[src/rtl/uart_pkg.sv]
// uart_pkg: shared UART types and constants for the transmit and receive paths
package uart_pkg;
    typedef enum logic [2:0] {IDLE, START, DATA, PARITY, STOP} uart_tx_state_t;
    localparam int OVERSAMPLE = 16;
    localparam int DATA_BITS  = 8;
endpackage

[src/rtl/uart_tx_if.sv]
// uart_tx_if: valid/ready byte handshake into the UART transmitter
interface uart_tx_if;
    logic [7:0] tx_data;
    logic       tx_valid;
    logic       tx_ready;
    modport master (output tx_data, tx_valid, input tx_ready);
    modport slave  (input tx_data, tx_valid, output tx_ready);
endinterface

[src/rtl/uart_baud_gen.sv]
// uart_baud_gen: oversampling tick every max(dvsr,1) clocks, synchronous clear
module uart_baud_gen #(
    parameter int DVSR_W = 11
) (
    input  logic              clk,
    input  logic              rst,
    input  logic              clear,
    input  logic [DVSR_W-1:0] dvsr,
    output logic              tick,
    output logic              tick_nxt
);
    logic [DVSR_W-1:0] cnt_q, cnt_d, lim;
    always_comb begin
        lim      = (dvsr == '0) ? '0 : dvsr - 1'b1;
        tick     = cnt_q >= lim;
        cnt_d    = (clear || tick) ? '0 : cnt_q + 1'b1;
        // lets the owner register outputs that must line up with the next tick
        tick_nxt = cnt_d >= lim;
    end
    always_ff @(posedge clk or negedge rst) begin
        if (!rst) cnt_q <= '0;
        else      cnt_q <= cnt_d;
    end
endmodule

[src/rtl/uart_tx.sv]
// uart_tx: 8N1/8N2 serialiser with valid/ready input and one-cycle tx_done pulse
// UART_TX_PARITY_EN adds an even-parity bit between the data and stop bits
module uart_tx
    import uart_pkg::*;
#(
    parameter int DVSR_W    = 11,
    parameter int STOP_BITS = 1
) (
    input  logic              clk,
    input  logic              rst,
    input  logic [DVSR_W-1:0] dvsr,
    uart_tx_if.slave          tx,
    output logic              serial_out,
    output logic              tx_busy,
    output logic              tx_done
);
    uart_tx_state_t    state_q, state_d;
    logic [7:0]        shreg_q, shreg_d;
    logic [3:0]        s_q, s_d;
    logic [2:0]        n_q, n_d;
    logic [DVSR_W-1:0] dvsr_q, dvsr_d;
    logic              out_q, out_d, busy_q, busy_d, done_q, done_d;
    logic              tick, tick_nxt, accept, bnd;
`ifdef UART_TX_PARITY_EN
    logic              par_q, par_d;
`endif
    assign accept      = tx.tx_valid && (state_q == IDLE);
    assign bnd         = tick && (s_q == 4'(OVERSAMPLE - 1));
    assign tx.tx_ready = ~busy_q;
    assign serial_out  = out_q;
    assign tx_busy     = busy_q;
    assign tx_done     = done_q;
    uart_baud_gen #(.DVSR_W(DVSR_W)) u_baud (
        .clk(clk), .rst(rst), .clear(accept), .dvsr(dvsr_q), .tick(tick), .tick_nxt(tick_nxt)
    );
    always_comb begin
        state_d = state_q;
        shreg_d = shreg_q;
        n_d     = n_q;
        dvsr_d  = dvsr_q;
        s_d     = (state_q != IDLE && tick) ? s_q + 4'd1 : s_q;
`ifdef UART_TX_PARITY_EN
        par_d   = par_q;
`endif
        case (state_q)
            IDLE: if (accept) begin
                state_d = START;
                shreg_d = tx.tx_data;
                dvsr_d  = dvsr;
                s_d     = '0;
                n_d     = '0;
`ifdef UART_TX_PARITY_EN
                par_d   = ^tx.tx_data;
`endif
            end
            START: if (bnd) state_d = DATA;
            DATA: if (bnd) begin
                shreg_d = shreg_q >> 1;
                n_d     = n_q + 3'd1;
`ifdef UART_TX_PARITY_EN
                if (n_q == 3'(DATA_BITS - 1)) state_d = PARITY;
`else
                if (n_q == 3'(DATA_BITS - 1)) state_d = STOP;
`endif
            end
`ifdef UART_TX_PARITY_EN
            PARITY: if (bnd) state_d = STOP;
`endif
            STOP: if (bnd) begin
                n_d = n_q + 3'd1;
                if (n_q == 3'(STOP_BITS - 1)) begin
                    state_d = IDLE;
                    n_d     = '0;
                end
            end
            default: state_d = IDLE;
        endcase
`ifdef UART_TX_PARITY_EN
        out_d  = (state_d == START) ? 1'b0 : (state_d == DATA) ? shreg_d[0] : (state_d == PARITY) ? par_q : 1'b1;
`else
        out_d  = (state_d == START) ? 1'b0 : (state_d == DATA) ? shreg_d[0] : 1'b1;
`endif
        busy_d = state_d != IDLE;
        // registered pulse: raised one edge early so it covers the final tick of the last stop bit
        done_d = (state_d == STOP) && (s_d == 4'(OVERSAMPLE - 1)) && (n_d == 3'(STOP_BITS - 1)) && tick_nxt;
    end
    always_ff @(posedge clk or negedge rst) begin
        if (!rst) begin
            state_q <= IDLE;
            shreg_q <= '0;
            s_q     <= '0;
            n_q     <= '0;
            dvsr_q  <= '0;
            out_q   <= 1'b1;
            busy_q  <= 1'b0;
            done_q  <= 1'b0;
`ifdef UART_TX_PARITY_EN
            par_q   <= 1'b0;
`endif
        end else begin
            state_q <= state_d;
            shreg_q <= shreg_d;
            s_q     <= s_d;
            n_q     <= n_d;
            dvsr_q  <= dvsr_d;
            out_q   <= out_d;
            busy_q  <= busy_d;
            done_q  <= done_d;
`ifdef UART_TX_PARITY_EN
            par_q   <= par_d;
`endif
        end
    end
endmodule

[src/flat_wrapper.sv]
// flat-port wrapper written by rule: the top's interface ports become plain ports
module uart_tx_flat import uart_pkg::*;
#(
    parameter int DVSR_W    = 11,
    parameter int STOP_BITS = 1
)
  (clk, rst, dvsr, serial_out, tx_busy, tx_done, tx_tx_data, tx_tx_valid, tx_tx_ready);
  uart_tx_if tx_i ();
  input  logic clk;
  input  logic rst;
  input  logic [DVSR_W-1:0] dvsr;
  output logic serial_out;
  output logic tx_busy;
  output logic tx_done;
  input wire logic [$bits(tx_i.tx_data)-1:0] tx_tx_data;
  input wire logic [$bits(tx_i.tx_valid)-1:0] tx_tx_valid;
  output wire logic [$bits(tx_i.tx_ready)-1:0] tx_tx_ready;
  assign tx_i.tx_data = tx_tx_data;
  assign tx_i.tx_valid = tx_tx_valid;
  assign tx_tx_ready = tx_i.tx_ready;
  uart_tx #(.DVSR_W(DVSR_W), .STOP_BITS(STOP_BITS)) u_core (.clk(clk), .rst(rst), .dvsr(dvsr), .tx(tx_i), .serial_out(serial_out), .tx_busy(tx_busy), .tx_done(tx_done));
endmodule
[config.mk]
export PLATFORM = sky130hd
export DESIGN_NAME = uart_tx_flat
export DESIGN_NICKNAME = d
export VERILOG_FILES = /design/src/rtl/uart_pkg.sv /design/src/rtl/uart_tx_if.sv /design/src/rtl/uart_baud_gen.sv /design/src/rtl/uart_tx.sv /design/src/flat_wrapper.sv
export SDC_FILE = /design/constraint.sdc
export NUM_CORES = 1
export LEC_CHECK = 0
export CORE_AREA = 2 2 77 79
export DETAILED_ROUTE_END_ITERATION = 16
export DIE_AREA = 0 0 79 81
export DONT_BUFFER_PORTS = 1
export PLACE_DENSITY = 0.62
export SLEW_MARGIN = 20
export SYNTH_ARGS = -nofsm -noshare
export SYNTH_HDL_FRONTEND = slang
export SYNTH_HIERARCHICAL = 1
export SYNTH_SLANG_ARGS = --single-unit
[constraint.sdc]
create_clock -name clk -period 4.98 [get_ports clk]
set_input_delay 0.498 -clock clk [delete_from_list [all_inputs] [get_ports clk]]
set_output_delay 0.498 -clock clk [all_outputs]
set_load 0.005 [all_outputs]
==> summary.md <==
| Metric | Value |
|---|---|
| Total gr overflow | `0` |
| Vias in the first global route | `1938` |
| Area delta synth->final | `6.68%` |
| Synth Cell Area | `between 2000 and 3000 um^2` |
| Antenna violation net count after detailed routing | `0` |
| Post-detailed-placement cell area | `2790 um^2` |
| Final routed wire length divided by cell count | `about 14 um` |
| Y dimension of the die | `between 80 and 90 um` |
| Initial antenna violation count | `0` |
| Synth unique cells | `53` |
| Setup repair after global routing missed its margin | `false` |
| Worst-case hold slack | `roughly 0.039 ns` |
| Diodes inserted | `0` |
| Placer Congestion | `0.773` |
| Clock Pin Slew Worst Setup and Hold Paths | `about 0.09 ns` |
| Io pins | `26` |
| Endpoints failing hold | `0` |
| Initial core utilization | `0.482` |
| Critical Path, Cell by Cell | `or4_4 -> or3_4 -> or2_1 -> and2_4 -> ha_1 -> nor2b_1 -> o21ai_0 -> a221oi_1 -> o211ai_1 -> buf_4 -> nand2b_1 -> ha_1 -> nand2b_1 -> a211oi_1 -> nor3_1 -> o21ai_0 -> a21oi_1 -> nand4_1 -> nor4_2` |
| DRC marker count from the first detailed-route iteration | `95` |
| Status | `finished, final reports clean` |
| Final period util | `0.887` |
| Most used DFF post-synth | `dfrtp_1` |
| Clock insertion delay at the later pin of the skew report | `just under 0.3 ns` |
| Cell Rows | `28` |
| Buffers added on ports | `0` |
| Post-Syn Area per Cell | `around 9.3 um^2` |
| Count of H-tree levels built during CTS | `2` |
| Buffer type at the clock tree root | `clkbuf_8` |
| Post-synth net total | `~350` |
| Clock tree from TritonCTS | `yes` |
| Final setup viols | `0` |
| Proportion of synthesized chip area in sequential cells | `0.394` |
| Max_cap viols | `0` |
| Max incr delay on CP | `approximately 0.54 ns` |
| Min-delay worst type | `in2async` |
| Die area | `between 6000 and 7000 um^2` |
| Die Span X | `79 um` |
| Peak Freq | `around 230 MHz` |
| Setup repair bufs after CTS | `0` |
| Worst setup EP type | `flip-flop` |
| Clock buffer depth | `2` |
| Aggregate global-route resource usage | `0.180` |
| Largest net degree at the start of global routing | `43` |
| Placeable core area | `5680 um^2` |
| Number of vias in the routed layout | `1980` |
| Total wirelength of the detailed-routed design | `around 5.4 mm` |
| Cell area after layout | `roughly 2900 um^2` |
| Critical Path RT | `~5.2 ns` |
| Count of clock tree sinks | `43` |
| Fraction of registers with async set or reset after synthesis | `1.00` |
| Lkg Pwr | `~0.0014 uW` |
| Worst Path Max Fanout | `9` |
| Share of post-route cells with drive strength above 1 | `0.111` |
| Clock buffers created by TritonCTS | `5` |
| Clock Skews | `around 0.0071 ns` |
| Cells after synthesis | `about 300` |
| DRC violation count after routing | `0` |
| Remaining max-slew budget at the tightest pin | `0.533` |
| Kind of start point of the critical path | `flip-flop` |
| Start-to-end type of the worst setup path | `reg2reg` |
| First-pass GRT wire length | `approximately 9 mm` |
| Router iterations before antenna repair | `6` |
| Power density over the cells | `around 220 nW/um^2` |
| Warnings, synthesis | `6` |
| Worst Path Arrival | `4.62 ns` |
| Setup_tns | `0 ns` |
| Register bit total from synthesis | `43` |
| CP max stage cell | `or4_4` |
| Peak supply drop | `~0.00015 V` |
| Net count of the finished layout | `347` |
| Number of enable flip-flop cells after synthesis | `0` |
| Avg Vias per Cell | `between 5 and 6` |
| Minimum period implied by the final worst setup slack | `between 4 and 5 ns` |
| Actual slew at the worst max-slew pin | `0.693 ns` |
| Fin. max-slew vios | `0` |
| Post-detailed-placement half-perimeter wirelength | `about 4.0 mm` |
==> synthesized netlist by cell type (2+ instances only) <==
| cell type | n | area [um^2] |
|---|---|---|
| a22oi_1 | 6 | 45.0 |
| xnor2_1 | 7 | 61.3 |
| inv_1 | 11 | 41.3 |
| nand3b_1 | 2 | 15.0 |
| nand3_1 | 12 | 60.1 |
| nor2_1 | 23 | 86.3 |
| ha_1 | 28 | 350 |
| xor2_1 | 13 | 114 |
| nand2b_1 | 4 | 25.0 |
| nand2_1 | 65 | 244 |
| and3_1 | 2 | 12.5 |
| buf_2 | 2 | 10.0 |
| nor3_4 | 2 | 32.5 |
| mux2_2 | 2 | 22.5 |
| o21ai_2 | 2 | 17.5 |
| o31ai_1 | 3 | 22.5 |
| a21o_1 | 4 | 30.0 |
| clkbuf_1 | 2 | 7.51 |
| nor2b_1 | 3 | 18.8 |
| o21a_1 | 2 | 15.0 |
| buf_6 | 3 | 33.8 |
| nand4_1 | 4 | 25.0 |
| nor3_1 | 7 | 35.0 |
| o21ai_0 | 7 | 35.0 |
| a211oi_1 | 2 | 15.0 |
| dfrtp_1 | 42 | 1050 |
| nand2b_4 | 2 | 27.5 |
| a21oi_1 | 8 | 40.0 |
==> final timing paths <==
| check | start | to | slack, ns | depth (start not counted) |
|---|---|---|---|---|
| min in group clk | dvsr[7] | u_core/dvsr_q[7]$_DFFE_PN0P_ | 0.30 | 2 |
| hold / removal | rst | u_core/serial_out$_DFF_PN1_ | 0.04 | 0 |
| max in group asynchronous | rst | u_core/u_baud/cnt_q[4]$_DFF_PN0_ | 4.72 | 1 |
| hold reg to reg | u_core/shreg_q[0]$_DFF_PN0_ | u_core/shreg_q[0]$_DFF_PN0_ | 0.47 | 2 |
| setup reg to reg | u_core/dvsr_q[7]$_DFFE_PN0P_ | u_core/tx_done$_DFF_PN0_ | 0.56 | 19 |
| setup / recovery | u_core/dvsr_q[7]$_DFFE_PN0P_ | u_core/tx_done$_DFF_PN0_ | 0.56 | 19 |
==> final cells by class <==
cell class / count / area [um^2]
inverters: 12 / 45.0
repair buffers: 3 / 35.0
flip-flops and latches: 43 / 1080
clock buffers: 5 / 68.8
well taps: 75 / 93.8
multi-input cells: 232 / 1560
fillers: 564 / 2760
clock inverters: 3 / 43.8
==> state kept, by name (all words and copies together) (netlist names) <==
name	cells
u_core/n_q	3
u_core/state_q	3
u_core/s_q	4
u_core/shreg_q	8
u_core/serial_out	1
u_core/tx_done	1
u_core/u_baud/cnt_q	11
u_core/dvsr_q	11
u_core/tx_busy	1
==> per-stage QoR <==
step | utilization | total power [uW] | cells | worst slack, ns
5_1_grt | 0.514 | 652 | 373 | 0.193
6_report | 0.514 | 628 | 373 | 0.562
3_3_place_gp | 0.491 | 356 | 364 | 0.633
4_1_cts | 0.514 | 640 | 373 | 0.513
2_1_floorplan | - | 356 | 295 | 0.888
3_5_place_dp | 0.491 | 356 | 364 | 0.521
==> worst max-delay path, delay by kind of cell, from the launching register on <==
family,cells,cell delay (ns)
flops,1,0.42
buf+inv,1,0.19
fa+ha+maj,2,0.53
compound gates,6,0.86
simple gates,10,2.31
==> placed cells by master, fill, tap and decap left out, types with 6 or more instances in the layout <==
cell / Yosys / routed
xor2_1: 13 / 13
xnor2_1: 7 / 7
dfrtp_1: 42 / 42
nand3_1: 12 / 12
a22oi_1: 6 / 6
nor3_1: 7 / 7
o21ai_0: 7 / 7
a21oi_1: 8 / 8
nor2_1: 23 / 23
ha_1: 28 / 28
inv_1: 11 / 11
nand2_1: 65 / 65
==> kinds of logic (layout without fill, tap and decap cells) <==
group,after synthesis,count (layout),synth area share
muxes,2,2,0.00823
xor gates and xnor gates,20,20,0.0640
adders and majority gates,28,28,0.128
and+or+nand+nor,140,140,0.260
DFF,43,43,0.394
AOI/OAI and AO/OA,42,42,0.108
buffers and inverters,20,23,0.0380
==> power breakdown <==
group / internal, uW / switching, uW
combinational: 2.02 / 6.62
sequential: 349 / 0
clock: 149 / 121
==> metal layers <==
metal	vias up	track usage	wire length, um	part of all wire
li1	1023	-	-	-
met1	914	0.260	2770	0.52
met2	35	0.268	2310	0.43
met3	8	0.0400	222	0.041
met4	0	0.0621	71	0.013
met5	-	0	0	0
==> what timing repair did <==
item / 4_1_cts / 5_1_grt
gates resized for setup: 0 / 0
hold buffers: 1 / 0
hold endpoints to repair: 42 / 0
Note: power is estimated with default switching activity, not from simulation.
